File: src/rtl/fft_pkg.sv
// fft_pkg: shared widths, complex sample type and the output round/saturate helper
package fft_pkg;
    localparam int FFT_DW = 16;
    localparam int TAG_W  = 10;
    typedef struct packed {
        logic signed [FFT_DW-1:0] re;
        logic signed [FFT_DW-1:0] im;
    } cplx_t;
    // Returns {saturated, value}: optional half-up halving of an FFT_DW+3 bit sum, then clamp
    function automatic logic [FFT_DW:0] sat_round(input logic signed [FFT_DW+2:0] value, input logic scale);
        logic signed [FFT_DW+2:0] w_inc;
        logic signed [FFT_DW+2:0] w_s;
        logic                     w_ovf;
        w_inc = value + (FFT_DW+3)'(1);
        w_s   = scale ? (w_inc >>> 1) : value;
        w_ovf = !((&w_s[FFT_DW+2:FFT_DW-1]) || !(|w_s[FFT_DW+2:FFT_DW-1]));
        return {w_ovf, w_ovf ? {w_s[FFT_DW+2], {(FFT_DW-1){~w_s[FFT_DW+2]}}} : w_s[FFT_DW-1:0]};
    endfunction
endpackage

File: src/rtl/fft_cmul.sv
// fft_cmul: pipelined complex multiply B*W, rounded half-up back to FFT_DW+2 bits, latency 2
module fft_cmul #(
    parameter int FFT_DW = fft_pkg::FFT_DW
) (
    input  logic                     clk,
    input  logic                     rst,
    input  logic                     in_valid,
    input  logic signed [FFT_DW-1:0] b_re,
    input  logic signed [FFT_DW-1:0] b_im,
    input  logic signed [FFT_DW:0]   tw_re,
    input  logic signed [FFT_DW:0]   tw_im,
    output logic                     out_valid,
    output logic signed [FFT_DW+1:0] wb_re,
    output logic signed [FFT_DW+1:0] wb_im
);
    localparam int PW = 2*FFT_DW+1;
    localparam logic signed [PW:0] HALF = (PW+1)'(1) << (FFT_DW-1);

    logic signed [PW-1:0] r_rr, r_ii, r_ri, r_ir;
    logic                 r_v2;
    logic signed [PW:0]   w_re, w_im;

    assign w_re = (PW+1)'(r_rr) - (PW+1)'(r_ii) + HALF;
    assign w_im = (PW+1)'(r_ri) + (PW+1)'(r_ir) + HALF;

    always_ff @(posedge clk) begin
        if (rst) begin
            r_v2      <= 1'b0;
            r_rr      <= '0;
            r_ii      <= '0;
            r_ri      <= '0;
            r_ir      <= '0;
            out_valid <= 1'b0;
            wb_re     <= '0;
            wb_im     <= '0;
        end else begin
            r_v2      <= in_valid;
            out_valid <= r_v2;
            if (in_valid) begin
                r_rr <= PW'(b_re) * PW'(tw_re);
                r_ii <= PW'(b_im) * PW'(tw_im);
                r_ri <= PW'(b_re) * PW'(tw_im);
                r_ir <= PW'(b_im) * PW'(tw_re);
            end
            // Dropping the low FFT_DW bits of the biased sum is the arithmetic shift
            if (r_v2) begin
                wb_re <= w_re[PW:FFT_DW];
                wb_im <= w_im[PW:FFT_DW];
            end
        end
    end
endmodule

File: src/rtl/fft_butterfly_r2.sv
// fft_butterfly_r2: radix-2 DIT butterfly X=A+W*B, Y=A-W*B with optional 1/2 scaling,
// saturation and a sticky overflow flag; fixed 4-cycle latency, one beat per cycle.
module fft_butterfly_r2 #(
    parameter int FFT_DW = fft_pkg::FFT_DW,
    parameter int TAG_W  = fft_pkg::TAG_W
) (
    input  logic                     clk,
    input  logic                     rst,
    input  logic                     in_valid,
    input  logic signed [FFT_DW-1:0] a_re,
    input  logic signed [FFT_DW-1:0] a_im,
    input  logic signed [FFT_DW-1:0] b_re,
    input  logic signed [FFT_DW-1:0] b_im,
    input  logic signed [FFT_DW:0]   tw_re,
    input  logic signed [FFT_DW:0]   tw_im,
    input  logic                     scale,
    input  logic [TAG_W-1:0]         in_tag,
    input  logic                     clr_ovf,
    output logic                     out_valid,
    output logic signed [FFT_DW-1:0] x_re,
    output logic signed [FFT_DW-1:0] x_im,
    output logic signed [FFT_DW-1:0] y_re,
    output logic signed [FFT_DW-1:0] y_im,
    output logic [TAG_W-1:0]         out_tag,
    output logic                     ovf_sticky
);
    import fft_pkg::*;

    logic                     r_v1, r_v2;
    cplx_t                    r_a1, r_a2, r_a3, r_b1;
    logic signed [FFT_DW:0]   r_wr1, r_wi1;
    logic                     r_sc1, r_sc2, r_sc3;
    logic [TAG_W-1:0]         r_tag1, r_tag2, r_tag3;
    logic                     w_v3;
    logic signed [FFT_DW+1:0] w_wb_re, w_wb_im;
    logic signed [FFT_DW+2:0] w_x_re, w_x_im, w_y_re, w_y_im;
    logic [FFT_DW:0]          w_sx_re, w_sx_im, w_sy_re, w_sy_im;
    logic                     w_sat;

    always_ff @(posedge clk) begin
        if (rst) begin
            r_v1   <= 1'b0;
            r_v2   <= 1'b0;
            r_a1   <= '0;
            r_a2   <= '0;
            r_a3   <= '0;
            r_b1   <= '0;
            r_wr1  <= '0;
            r_wi1  <= '0;
            r_sc1  <= 1'b0;
            r_sc2  <= 1'b0;
            r_sc3  <= 1'b0;
            r_tag1 <= '0;
            r_tag2 <= '0;
            r_tag3 <= '0;
        end else begin
            r_v1 <= in_valid;
            r_v2 <= r_v1;
            if (in_valid) begin
                r_a1   <= {a_re, a_im};
                r_b1   <= {b_re, b_im};
                r_wr1  <= tw_re;
                r_wi1  <= tw_im;
                r_sc1  <= scale;
                r_tag1 <= in_tag;
            end
            // A, scale and tag ride alongside the two multiplier stages
            if (r_v1) begin
                r_a2   <= r_a1;
                r_sc2  <= r_sc1;
                r_tag2 <= r_tag1;
            end
            if (r_v2) begin
                r_a3   <= r_a2;
                r_sc3  <= r_sc2;
                r_tag3 <= r_tag2;
            end
        end
    end

    fft_cmul #(.FFT_DW(FFT_DW)) u_cmul (
        .clk      (clk),
        .rst      (rst),
        .in_valid (r_v1),
        .b_re     (r_b1.re),
        .b_im     (r_b1.im),
        .tw_re    (r_wr1),
        .tw_im    (r_wi1),
        .out_valid(w_v3),
        .wb_re    (w_wb_re),
        .wb_im    (w_wb_im)
    );

    assign w_x_re  = (FFT_DW+3)'(r_a3.re) + (FFT_DW+3)'(w_wb_re);
    assign w_x_im  = (FFT_DW+3)'(r_a3.im) + (FFT_DW+3)'(w_wb_im);
    assign w_y_re  = (FFT_DW+3)'(r_a3.re) - (FFT_DW+3)'(w_wb_re);
    assign w_y_im  = (FFT_DW+3)'(r_a3.im) - (FFT_DW+3)'(w_wb_im);
    assign w_sx_re = sat_round(w_x_re, r_sc3);
    assign w_sx_im = sat_round(w_x_im, r_sc3);
    assign w_sy_re = sat_round(w_y_re, r_sc3);
    assign w_sy_im = sat_round(w_y_im, r_sc3);
    assign w_sat   = w_sx_re[FFT_DW] | w_sx_im[FFT_DW] | w_sy_re[FFT_DW] | w_sy_im[FFT_DW];

    always_ff @(posedge clk) begin
        if (rst) begin
            out_valid  <= 1'b0;
            x_re       <= '0;
            x_im       <= '0;
            y_re       <= '0;
            y_im       <= '0;
            out_tag    <= '0;
            ovf_sticky <= 1'b0;
        end else begin
            out_valid <= w_v3;
            if (w_v3) begin
                x_re    <= w_sx_re[FFT_DW-1:0];
                x_im    <= w_sx_im[FFT_DW-1:0];
                y_re    <= w_sy_re[FFT_DW-1:0];
                y_im    <= w_sy_im[FFT_DW-1:0];
                out_tag <= r_tag3;
            end
            // A fresh saturation outranks a simultaneous clear
            ovf_sticky <= (w_v3 && w_sat) || (ovf_sticky && !clr_ovf);
        end
    end
endmodule

File: config.mk
export PLATFORM = sky130hd
export DESIGN_NAME = fft_butterfly_r2
export DESIGN_NICKNAME = d
export VERILOG_FILES = /design/src/rtl/fft_pkg.sv /design/src/rtl/fft_cmul.sv /design/src/rtl/fft_butterfly_r2.sv
export SDC_FILE = /design/constraint.sdc
export NUM_CORES = 2
export LEC_CHECK = 0
export BUFFER_PORTS_ARGS = -buffer_cell sky130_fd_sc_hd__buf_2
export CORE_MARGIN = 3
export CORE_UTILIZATION = 59
export DETAILED_ROUTE_END_ITERATION = 8
export PLACE_DENSITY = 0.83
export RECOVER_POWER = 50
export SLEW_MARGIN = 20
export SYNTH_ARGS = -nofsm -noshare
export SYNTH_HDL_FRONTEND = slang
export SYNTH_SLANG_ARGS = --single-unit
File: constraint.sdc
create_clock -name clk -period 7.08 [get_ports clk]
set_input_delay 0.708 -clock clk [delete_from_list [all_inputs] [get_ports clk]]
set_output_delay 0.708 -clock clk [all_outputs]
set_load 0.01 [all_outputs]
==> impl_metrics.json <==
{
  "outcome": "complete, but fails checks",
  "violations": "max-capacitance violations, max-slew violations",
  "finalMaxSlewViolations": 372,
  "dieArea_sq_um": 115500,
  "crit_start": "r_wr1[11]",
  "antenna_found_initial": 7,
  "fillCellCount": 8787,
  "critPathKind": "flop to flop",
  "initial_core_util_pct": 59.90,
  "ios": 189,
  "path_clk_slew_ns": 0.06,
  "overflow": 0,
  "cts.repair.resized": 0,
  "cp_top_family": "adder cells",
  "nNetsFinal": 9193,
  "first_global_vias": 53200,
  "die_w_um": 339.8,
  "fin_area_sq_um": 70720,
  "crit_path_cell_trace": "buf_4 -> nand2_1 -> fa_1 -> fa_1 -> fa_1 -> inv_1 -> fa_1 -> fa_1 -> inv_1 -> fa_1 -> inv_1 -> ha_1 -> a21o_1 -> a21oi_1 -> nor2b_1 -> a31oi_1 -> o211ai_1 -> a31o_2 -> a2111o_1 -> a31oi_1 -> o21bai_1 -> a21oi_1 -> xor2_1 -> o21ai_0",
  "worst_slew_margin_rel_pct": -237.9,
  "first_iter_violations": 3836,
  "worstMarginPinSlew_ns": 5.069,
  "synth-async-reset-ratio_pct": 0,
  "fmax_mhz": 146.2,
  "post-route-min-period_ns": 6.839,
  "grt_max_degree": 150,
  "slowest_stage": "fa_1",
  "final-hold-violation-count": 0,
  "insertion_delay_ns": 0.68,
  "crit_fanout": 14,
  "cp_common_cell": "fa_1",
  "die_y_um": 339.8,
  "postRouteAntennaNets": 0,
  "port_buffers": 188,
  "postCtsSetupBuffers": 0,
  "numCtsBuffers": 53,
  "syn-num-nets": 9135,
  "rsz0062_at_grt": "false",
  "wl_per_cell_um": 19.90,
  "wirelength_um": 178200,
  "ir_worst_vdd_v": 0.0002129,
  "post-route-drc-count": 0,
  "p_leak_nw": 35.12,
  "arrival_ns": 7.33,
  "place_ws_ns": 0.1293,
  "clock_skew_ns": 0.06018,
  "htree_num_levels": 2,
  "synth.distinct_cells": 106,
  "cp-start-kind": "flop",
  "hold_class": "primary input to flop",
  "vias_per_cell": 5.728,
  "dp_hpwl_um": 141300,
  "grt_first_pass_wirelength_um": 286700,
  "seq_area_frac_synth_pct": 13.46,
  "synth_flop_cell": "dfxtp_1",
  "ys_warn_count": 0,
  "max_cap_viol_count": 6,
  "worst-path-buf-inv": 4,
  "core_sq_um": 109800,
  "synth-edff-count": 0,
  "power.total_w": 0.01193,
  "first_pass_iters": 7,
  "layout_setup_ws_ns": 0.2409,
  "critPathCaptureType": "flop",
  "clockBufferDepth": 3,
  "area_growth_pct": 7.567,
  "gp_congestion": 0.9490,
  "cpPeakStageDelay_ns": 0.52,
  "grt_usage_pct": 30.98,
  "hp-start": "b_im[10]",
  "fin_tns_setup_ns": 0,
  "cts_tree": "done",
  "num_vias": 51310,
  "cts_root_buf": "clkbuf_16",
  "required_ns": 7.57,
  "drive_above_1_share_pct": 6.593,
  "ys_ff_latch": 442,
  "setup_viol_count_final": 0,
  "powerDensity_nw_per_um2": 168.7,
  "placed_cell_area_sq_um": 68830,
  "reg2reg_from": "r_wr1[11]",
  "clock-sinks": 442,
  "syn_area_per_cell_sq_um": 8.913,
  "syn_inst": 7376,
  "cts_hold_buf": 0,
  "final.period_utilization_pct": 96.60,
  "std_cell_rows": 121,
  "syn_area_sq_um": 65740,
  "final_util_pct": 64.43
}
registers in the layout, summed over array words and instances (netlist names), 10 cells and up:
| name | flops |
|---|---|
| r_tag2 | 10 |
| u_cmul.wb_im | 18 |
| u_cmul.r_ri | 33 |
| x_im | 16 |
| y_re | 16 |
| u_cmul.wb_re | 18 |
| u_cmul.r_ir | 33 |
| r_b1 | 32 |
| u_cmul.r_rr | 33 |
| r_wi1 | 17 |
| x_re | 16 |
| u_cmul.r_ii | 33 |
| r_a3 | 32 |
| y_im | 16 |
| r_wr1 | 17 |
| r_tag1 | 10 |
| out_tag | 10 |
| r_a2 | 32 |
| r_tag3 | 10 |
| r_a1 | 32 |
layout by cell type, fill, tap and decap left out, types with 9 or more instances in the layout:
master	count
inv_1	1345
fa_1	1106
nand2_1	667
nor2_1	575
ha_1	538
and2_1	537
dfxtp_1	426
mux2i_1	328
a21oi_1	216
buf_4	165
xnor2_1	163
o21ai_0	115
buf_2	110
nor3_1	92
a21o_1	90
clkbuf_1	85
xor2_1	66
nand2b_1	62
nand3_1	57
clkbuf_16	55
and3_1	45
a211oi_1	41
nor2b_1	37
o21bai_1	29
o21a_1	29
o211ai_1	27
a31oi_1	27
or3_1	24
nand4_1	23
buf_12	23
a211o_1	22
or2_2	19
o31ai_1	18
nor4_1	17
a211oi_2	14
dfxtp_2	14
o22ai_1	13
a31o_2	11
o21ai_1	10
bufinv_16	9
stage by stage:
stage / cells / hold WS (ns)
detailed placement: 8854 / 0.4511
global placement: 8853 / 0.4406
finish: 8958 / 0.2635
floorplan: 7376 / 0.4250
CTS: 8953 / 0.2444
global route: 8957 / 0.2719
worst register-to-register path, cell delays in order, from the launching register on:
cell and delay, ns:
dfxtp_2 0.51, buf_4 0.30, nand2_1 0.13, fa_1 0.52, fa_1 0.52, fa_1 0.51
inv_1 0.05, fa_1 0.49, fa_1 0.49, inv_1 0.05, fa_1 0.47, inv_1 0.05
ha_1 0.34, a21o_1 0.20, a21oi_1 0.13, nor2b_1 0.06, a31oi_1 0.17, o211ai_1 0.14
a31o_2 0.27, a2111o_1 0.42, a31oi_1 0.34, o21bai_1 0.11, a21oi_1 0.18, xor2_1 0.17
o21ai_0 0.08
final cells by class:
type                       count  area, sq um  share of cell area [%]
multi-input combinational   5208        50370                   71.22
sequential                   442         8874                   12.55
inverter                    1348         5060                   7.155
timing repair buffer         381         2609                   3.689
tap                         1476         1847                   2.611
clock buffer                  64         1429                   2.020
clock inverter                35        525.5                  0.7431
antenna                        4        10.01                 0.01415
per-layer routing:
layer	up-vias	global-route usage (%)	routed length, um
met2	2235	49.97	81910
met4	4	12.74	8340
met5	-	0	22
li1	23160	-	-
met1	25470	40.53	70850
met3	443	6.921	17110
cells by family after synthesis:
kind of cell,Yosys count,synth area share [%]
AOI/OAI and AO/OA,798,8.332
xor gates and xnor gates,229,3.051
adders and majority gates,1646,43.98
buffers and inverters,1726,9.963
DFF,442,13.46
muxes,332,5.079
and+or+nand+nor,2203,16.14
worst paths after layout:
check,end,slack (ns),depth (start not counted)
worst min-delay path,r_b1[10],0.26,3
worst min register to register,u_cmul.r_ii[24],0.46,2
worst max-delay path,u_cmul.r_rr[25],0.24,24
worst max register to register,u_cmul.r_rr[25],0.24,24
power by group:
| group | internal [W] | switching, W | leakage (nW) |
|---|---|---|---|
| clock network | 0.00180 | 0.00129 | 0.941 |
| registers | 0.00267 | 0.000217 | 3.61 |
| logic | 0.00235 | 0.00360 | 30.6 |
synth_stat cells, types with 116 or more instances:
cell type	n	area share, %
ha_1	538	10
xnor2_1	163	2.2
fa_1	1108	34
mux2i_1	328	5.0
nand2_1	667	3.8
and2_1	537	5.1
clkbuf_1	319	1.8
dfxtp_1	442	13
nor2_1	576	3.3
a21oi_1	216	1.6
inv_1	1345	7.7
o21ai_0	116	0.88
Note: power is estimated with default switching activity, not from simulation.
